--- config.mk ---
export PLATFORM = sky130hd
export DESIGN_NAME = multicycle_controller
export DESIGN_NICKNAME = d
export VERILOG_FILES = /design/src/rtl/multicycle_controller.sv
export SDC_FILE = /design/constraint.sdc
export NUM_CORES = 1
export LEC_CHECK = 0
export ABC_AREA = 1
export CELL_PAD_IN_SITES_DETAIL_PLACEMENT = 0
export CELL_PAD_IN_SITES_GLOBAL_PLACEMENT = 1
export CORE_ASPECT_RATIO = 2
export CORE_MARGIN = 10
export CORE_UTILIZATION = 31
export CTS_CLUSTER_SIZE = 16
export DETAILED_ROUTE_END_ITERATION = 12
export HOLD_SLACK_MARGIN = 0.05
export PLACE_DENSITY_LB_ADDON = 0.1
export SYNTH_ARGS = -nofsm -noshare
export SYNTH_HDL_FRONTEND = slang
export SYNTH_SLANG_ARGS = --single-unit
--- constraint.sdc ---
create_clock -name clk -period 3.8 [get_ports clk]
set_input_delay 0.76 -clock clk [delete_from_list [all_inputs] [get_ports clk]]
set_output_delay 0.76 -clock clk [all_outputs]
set_load 0.01 [all_outputs]
--- src/rtl/multicycle_controller.sv ---
// rtl/multicycle_controller.sv - Moore FSM controller for the multicycle ARM datapath
module multicycle_controller (
  input  logic        clk,
  input  logic        reset,
  input  logic [19:0] Instr,
  input  logic [3:0]  ALUFlags,
  output logic        PCWrite,
  output logic        AdrSrc,
  output logic        MemWrite,
  output logic        IRWrite,
  output logic [1:0]  ResultSrc,
  output logic        ALUSrcA,
  output logic [1:0]  ALUSrcB,
  output logic [2:0]  ALUControl,
  output logic [1:0]  ImmSrc,
  output logic [1:0]  RegSrc,
  output logic        RegWrite,
  output logic [3:0]  State
);

  typedef enum logic [3:0] {
    S_FETCH  = 4'd0,
    S_DECODE = 4'd1,
    S_MEMADR = 4'd2,
    S_MEMRD  = 4'd3,
    S_MEMWB  = 4'd4,
    S_MEMWR  = 4'd5,
    S_EXECR  = 4'd6,
    S_EXECI  = 4'd7,
    S_ALUWB  = 4'd8,
    S_BRANCH = 4'd9
  } state_t;

  // One bundle of every FSM-driven datapath control, kept registered as a unit
  typedef struct packed {
    logic       pcwrite;
    logic       adrsrc;
    logic       memwrite;
    logic       irwrite;
    logic [1:0] resultsrc;
    logic       alusrca;
    logic [1:0] alusrcb;
    logic [2:0] alucontrol;
    logic       regwrite;
  } ctrl_t;

  localparam logic [2:0] ALU_ADD = 3'b000;
  localparam logic [2:0] ALU_SUB = 3'b001;
  localparam logic [2:0] ALU_AND = 3'b010;
  localparam logic [2:0] ALU_ORR = 3'b011;

  // Instr carries bits [31:12] of the instruction word
  logic [3:0] cond;
  logic [1:0] op;
  logic [5:0] funct;
  logic [3:0] rd;
  logic       unused_rn;

  assign cond      = Instr[19:16];
  assign op        = Instr[15:14];
  assign funct     = Instr[13:8];
  assign rd        = Instr[3:0];
  assign unused_rn = ^Instr[7:4];

  state_t     state;
  state_t     state_nx;
  ctrl_t      ctrl_q;
  ctrl_t      ctrl_o;
  logic [3:0] flags;
  logic       condex;
  logic       condexr;
  logic       condexr_nx;
  logic [2:0] dp_alu;
  logic       dp_nowrite;
  logic       dp_s;
  logic       dp_arith;
  logic       exec_state;
  logic       ld_nz;
  logic       ld_cv;

  // Moore output table for a given state; cex is the latched condition result
  function automatic ctrl_t ctrl_for(input state_t s, input logic cex,
                                     input logic [2:0] aluc, input logic nowrite,
                                     input logic rd_pc);
    ctrl_t c;
    c = '0;
    case (s)
      S_FETCH: begin
        c.irwrite   = 1'b1;
        c.pcwrite   = 1'b1;
        c.alusrca   = 1'b1;
        c.alusrcb   = 2'b10;
        c.resultsrc = 2'b10;
      end
      S_DECODE: begin
        c.alusrca   = 1'b1;
        c.alusrcb   = 2'b10;
        c.resultsrc = 2'b10;
      end
      S_MEMADR: c.alusrcb = 2'b01;
      S_MEMRD:  c.adrsrc  = 1'b1;
      S_MEMWR: begin
        c.adrsrc   = 1'b1;
        c.memwrite = cex;
      end
      S_MEMWB: begin
        c.resultsrc = 2'b01;
        c.regwrite  = cex;
        c.pcwrite   = cex & rd_pc;
      end
      S_EXECR: c.alucontrol = aluc;
      S_EXECI: begin
        c.alusrcb    = 2'b01;
        c.alucontrol = aluc;
      end
      S_ALUWB: begin
        c.regwrite = cex & ~nowrite;
        c.pcwrite  = cex & ~nowrite & rd_pc;
      end
      S_BRANCH: begin
        c.alusrcb   = 2'b01;
        c.resultsrc = 2'b10;
        c.pcwrite   = cex;
      end
      default: c = '0;
    endcase
    return c;
  endfunction

  // Evaluate the condition field against the stored NZCV flags
  always_comb begin
    condex = 1'b0;
    case (cond)
      4'h0:    condex = flags[2];
      4'h1:    condex = ~flags[2];
      4'h2:    condex = flags[1];
      4'h3:    condex = ~flags[1];
      4'h4:    condex = flags[3];
      4'h5:    condex = ~flags[3];
      4'h6:    condex = flags[0];
      4'h7:    condex = ~flags[0];
      4'h8:    condex = flags[1] & ~flags[2];
      4'h9:    condex = ~flags[1] | flags[2];
      4'hA:    condex = (flags[3] == flags[0]);
      4'hB:    condex = (flags[3] != flags[0]);
      4'hC:    condex = ~flags[2] & (flags[3] == flags[0]);
      4'hD:    condex = flags[2] | (flags[3] != flags[0]);
      4'hE:    condex = 1'b1;
      default: condex = 1'b0;
    endcase
  end

  // Data-processing decode; unrecognised commands become a silent ADD with no flag effect
  always_comb begin
    dp_alu     = ALU_ADD;
    dp_nowrite = 1'b0;
    dp_s       = funct[0];
    dp_arith   = 1'b0;
    case (funct[4:1])
      4'b0100: begin dp_alu = ALU_ADD; dp_arith = 1'b1; end
      4'b0010: begin dp_alu = ALU_SUB; dp_arith = 1'b1; end
      4'b0000: dp_alu = ALU_AND;
      4'b1100: dp_alu = ALU_ORR;
      4'b1010: begin
        dp_alu     = ALU_SUB;
        dp_nowrite = 1'b1;
        dp_s       = 1'b1;
        dp_arith   = 1'b1;
      end
      default: begin
        dp_alu     = ALU_ADD;
        dp_nowrite = 1'b1;
        dp_s       = 1'b0;
      end
    endcase
  end

  // Next-state selection from the current step and the decoded instruction class
  always_comb begin
    state_nx = S_FETCH;
    case (state)
      S_FETCH: state_nx = S_DECODE;
      S_DECODE: begin
        case (op)
          2'b01:   state_nx = S_MEMADR;
          2'b00:   state_nx = funct[5] ? S_EXECI : S_EXECR;
          2'b10:   state_nx = S_BRANCH;
          default: state_nx = S_FETCH;
        endcase
      end
      S_MEMADR: state_nx = funct[0] ? S_MEMRD : S_MEMWR;
      S_MEMRD:  state_nx = S_MEMWB;
      S_MEMWB:  state_nx = S_FETCH;
      S_MEMWR:  state_nx = S_FETCH;
      S_EXECR:  state_nx = S_ALUWB;
      S_EXECI:  state_nx = S_ALUWB;
      S_ALUWB:  state_nx = S_FETCH;
      S_BRANCH: state_nx = S_FETCH;
      default:  state_nx = S_FETCH;
    endcase
  end

  // The branch step needs the condition result in the same edge that latches it
  assign condexr_nx = (state == S_DECODE) ? condex : condexr;
  assign exec_state = (state == S_EXECR) || (state == S_EXECI);
  assign ld_nz      = exec_state & dp_s & condexr;
  assign ld_cv      = ld_nz & dp_arith;

  // State, flags, latched condition and registered controls for the next step
  always_ff @(posedge clk) begin
    if (!reset) begin
      state   <= S_FETCH;
      flags   <= 4'b0000;
      condexr <= 1'b0;
      ctrl_q  <= ctrl_for(S_FETCH, 1'b0, ALU_ADD, 1'b0, 1'b0);
    end else begin
      state   <= state_nx;
      condexr <= condexr_nx;
      ctrl_q  <= ctrl_for(state_nx, condexr_nx, dp_alu, dp_nowrite, rd == 4'hF);
      if (ld_nz) flags[3:2] <= ALUFlags[3:2];
      if (ld_cv) flags[1:0] <= ALUFlags[1:0];
    end
  end

  // Reset overrides the registered controls so no write escapes during the reset cycle
  always_comb begin
    ctrl_o = ctrl_q;
    if (!reset) begin
      ctrl_o          = ctrl_for(S_FETCH, 1'b0, ALU_ADD, 1'b0, 1'b0);
      ctrl_o.pcwrite  = 1'b0;
      ctrl_o.irwrite  = 1'b0;
      ctrl_o.regwrite = 1'b0;
      ctrl_o.memwrite = 1'b0;
    end
  end

  assign PCWrite    = ctrl_o.pcwrite;
  assign AdrSrc     = ctrl_o.adrsrc;
  assign MemWrite   = ctrl_o.memwrite;
  assign IRWrite    = ctrl_o.irwrite;
  assign ResultSrc  = ctrl_o.resultsrc;
  assign ALUSrcA    = ctrl_o.alusrca;
  assign ALUSrcB    = ctrl_o.alusrcb;
  assign ALUControl = ctrl_o.alucontrol;
  assign RegWrite   = ctrl_o.regwrite;
  assign ImmSrc     = op;
  assign RegSrc     = {op == 2'b01, op == 2'b10};
  assign State      = state;

endmodule

Word level (Yosys, flattened, before mapping). Cells that the tools add are included.

Bits in writable memories: 0. ROM bits: 0. Bits in latches: 0. Input bits: 26. Memories kept: 0. Logic and storage cells: 98. Flip-flop bits (word level): 22.

Reduce and logical (&&, ||, !) cells: 17. Equal/unequal tests: 37. Magnitude comparators: 0. Add/subtract/negate cells: 0. $mul: 0. Bitwise gates (word level): 14. Shift-type cells: 0. Divide/modulo/power cells: 0. Mux-type cells: 17.

Operator list (count): $eq 4x4->1 const B (12); $eq 4x3->1 const B (11); $eq 4x2->1 const B (7); $pmux 4 s5 (1); $logic_not 4->1 (4); $pmux 1 s15 (1); $mux 13 (1); $eq 4x1->1 const B (3); $pmux 4 s3 (1); $reduce_or 2->1 (5); $reduce_or 3->1 (3); $and 1x1->1 (8); $pmux 2 s2 (2); $mux 1 (6); $pmux 2 s3 (1); $not 1->1 (4); $pmux 1 s2 (2); $pmux 1 s4 (1); $reduce_and 2->1 (2); $reduce_or 4->1 (1); $mux 3 (1); $eq 2x1->1 const B (1); $eq 2x2->1 const B (1); $logic_not 2->1 (1); 4 further kinds (5).

Logic depth before layout (Yosys ltp).
Depth in word-level cells: 7. Mapped depth: 10. Gate-level depth less buffers: 10.

Worst setup path after synthesis. Ideal clock, no wire load.

Path kind: input to output. Start point: input reset. End point: output ALUControl[0]. Arrival: 1.169 ns. Stages on the path: 3. Path slack: 1.871 ns. Buffers on the path: 1. Required time: 3.040 ns. Cell sequence: clkbuf_1 -> nand2_1 -> inv_1.

Longest elaborated chain between the ends: 1.

Ends and longest elaborated chain: start: declaration (line 4) `input logic reset,`; $mux 13 (line 228) `if (!reset) begin`; end: declaration (line 14) `output logic [2:0] ALUControl,`.

No other way between the ends.

Worst setup path in the final report.
Start point: input reset. End point: output ALUSrcB[1].

Longest elaborated chain between the ends: 1.

Ends and longest elaborated chain: $mux 13 (line 228); end: declaration (line 13) `output logic [1:0] ALUSrcB,`.

No other way between the ends.

==> flow_metrics.tcl <==
set metrics [dict create \
    finalNetCount 273 \
    drive_above_1_share_pct 9.76 \
    p_int_mw 0.369 \
    htree_levels 1 \
    arrival_ns 2.19 \
    die_x_um 65.1 \
    coreArea_um2 3880 \
    power_density_nw_per_um2 289 \
    timing.final.crit_share_pct 77.5 \
    antenna_found_initial 0 \
    rr_startpoint "State[0]" \
    grt_usage_pct 10.9 \
    period_needed_ns 2.95 \
    synth_most_common_cell "nand2_1" \
    worstPathCellList "clkdlybuf4s50_1 > inv_1 > or2_2 > clkdlybuf4s50_1" \
    gp_congestion 0.777 \
    start_util_pct 32.5 \
    swShare_pct 27.6 \
    ys.flop_type "dfxtp_1" \
    pwr-share-seq_pct 46.9 \
    ctsHoldBuffers 0 \
    pin_count 47 \
    synth_edf_count 0 \
    fmax_mhz 339 \
    grt_pass1_wl_um 6260 \
    die_y_um 110 \
    grt_max_degree 12 \
    ir_worst_vdd_uv 197 \
    post-dp-hpwl_um 3170 \
    via_per_inst 4.47 \
    route.detailed.drc 0 \
    synth_area_per_cell_um2 6.18 \
    clk_latency_ns 0.25 \
    crit_slowest_cell "clkdlybuf4s50_1" \
    fin_tns_setup_ns 0 \
    ys_seq_area_share_pct 33.3 \
    worstPathMaxFanout 5 \
    setup_slack_ns 0.854 \
    required_ns 3.04 \
    cpMostUsedCell "clkdlybuf4s50_1" \
    drt_first_pass_iters 4 \
    synth-seq-cells 21 \
    layout.cells.non_filler 297 \
    gr-total-overflow 0 \
    clkTransAtPathRegs_ns 0.07 \
    routedWlPerCell_um 12.2 \
    synth_cell_types 24 \
    power.leakage_nw 0.854 \
    worstSetupPathType "primary input to output port" \
    clock_sinks 21 \
    yosysTopAreaCellShare_pct 33.3 \
    diodes 0 \
    synth_common_cells "nand2_1 (52), inv_1 (41), nor2_1 (25), nand3_1 (23), dfxtp_1 (21)" \
    status "completed" \
    yosysWarningCount 0 \
    finalClockSkew_ns 0.00493 \
    synth_top_area_cell "dfxtp_1" \
    synthCells 204 \
    rows 32 \
    final_hold_viol_count 0 \
    cpPeakStageDelay_ns 0.57 \
    die-area_um2 7170 \
    synth_nets 230 \
    dp_slack_ns 0.834 \
    maxCapViolations 0 \
    syn_area_um2 1260 \
    io_buffers 41 \
    vias 1327 \
    first_iter_violations 59 \
    post_cts_buffers 0 \
    finalMaxSlewViolations 0 \
    clockRootBuffer "clkbuf_8" \
    ant_nets 0 \
    wl_um 3630 \
    startpoint "reset" \
    hp-class "flip-flop to flip-flop" \
    cts_tree "done" \
    switchingPower_mw 0.141 \
    setup.worst_path.end_class "output port" \
    ctsLongestPathBuffers 2 \
    setup_violations 0 \
    clockPowerShare_pct 27.6 \
    cts_resized 0 \
    cts_made_buffers 3 \
    start_kind "primary input" \
    yosys-top-cells-area "dfxtp_1 (33%), nand2_1 (15%), inv_1 (12%)" \
    dp_cells 293 \
    syn_to_final_growth_pct 40.0 \
    first_global_vias 1438 \
    rsz0062_at_grt "false" \
    total_power_mw 0.510 \
    min_from "flags[2]" \
    async_flop_share_pct 0 \
    comb_power_share_pct 25.5 \
]
[per-layer routing]
metal / wire, µm / part of all wire [%] / track usage (%)
met2: 2140 / 59 / 22.2
met3: 195 / 5.4 / 3.03
met1: 1240 / 34 / 9.59
met4: 48 / 1.3 / 4.15
met5: 0 / 0 / 0
[sequential cells by signal (all words and copies together) (netlist names)]
register and flops:
flags 4, State 4, condexr 1, ctrl_q 12
[stage by stage]
step | hold WS, ns | area (µm²) | utilization, %
2_1_floorplan | 0.460 | 1260 | -
3_3_place_gp | 0.504 | 1720 | 44.3
3_5_place_dp | 0.510 | 1720 | 44.3
4_1_cts | 0.522 | 1770 | 45.5
5_1_grt | 0.557 | 1770 | 45.5
6_report | 0.521 | 1770 | 45.5
[worst max-delay path: cells and delay by family]
family / cells / cell delay [ns]
buf+inv: 3 / 1.14
simple gates: 1 / 0.28
[layout by cell type (no fill, tap or decap)]
master           count
nand2_1             52
inv_1               41
clkdlybuf4s50_1     41
nor2_1              25
nand3_1             23
dfxtp_1             21
a21oi_1              6
nand4_1              5
or2_2                4
a21oi_2              4
clkbuf_8             3
inv_2                2
nand2_2              2
nand3_2              2
nor2_2               2
o21ai_1              2
nand3b_1             2
buf_4                2
nor3_4               1
o21ai_2              1
nor2_4               1
a31oi_1              1
o21a_1               1
conb_1               1
clkbuf_1             1
[power by group through the flow]
stage,registers (mW),logic (mW),clock network [mW]
floorplan,0.244,0.0699,0
global placement,0.245,0.132,0
detailed placement,0.244,0.132,0
CTS,0.239,0.133,0.147
global route,0.241,0.146,0.157
finish,0.239,0.130,0.141
[cells by family (layout without fill, tap and decap cells)]
logic type	Yosys count	after routing	share of synthesized area (%)
flip-flops	21	21	33.3
other	1	1	0.297
AND/OR/NAND/NOR	119	119	43.5
AO/OA/AOI/OAI	15	15	7.74
buffers and inverters	48	90	15.2
[area by class of cell]
cell class	instances	area, µm²
clock buffer	4	45.0
fill	456	2120
inverter	43	161
multi-input combinational	135	649
sequential	21	420
tap	51	63.8
timing repair buffer	43	425
[final timing paths]
kind                                   end  slack, ns  cells past startpoint
worst min register to register    flags[2]       0.52                      2
worst max-delay path            ALUSrcB[1]       0.85                      4
worst min-delay path              flags[2]       0.52                      2
worst max register to register   ctrl_q[8]       2.34                      7
Power figures use the tool's default switching activity.
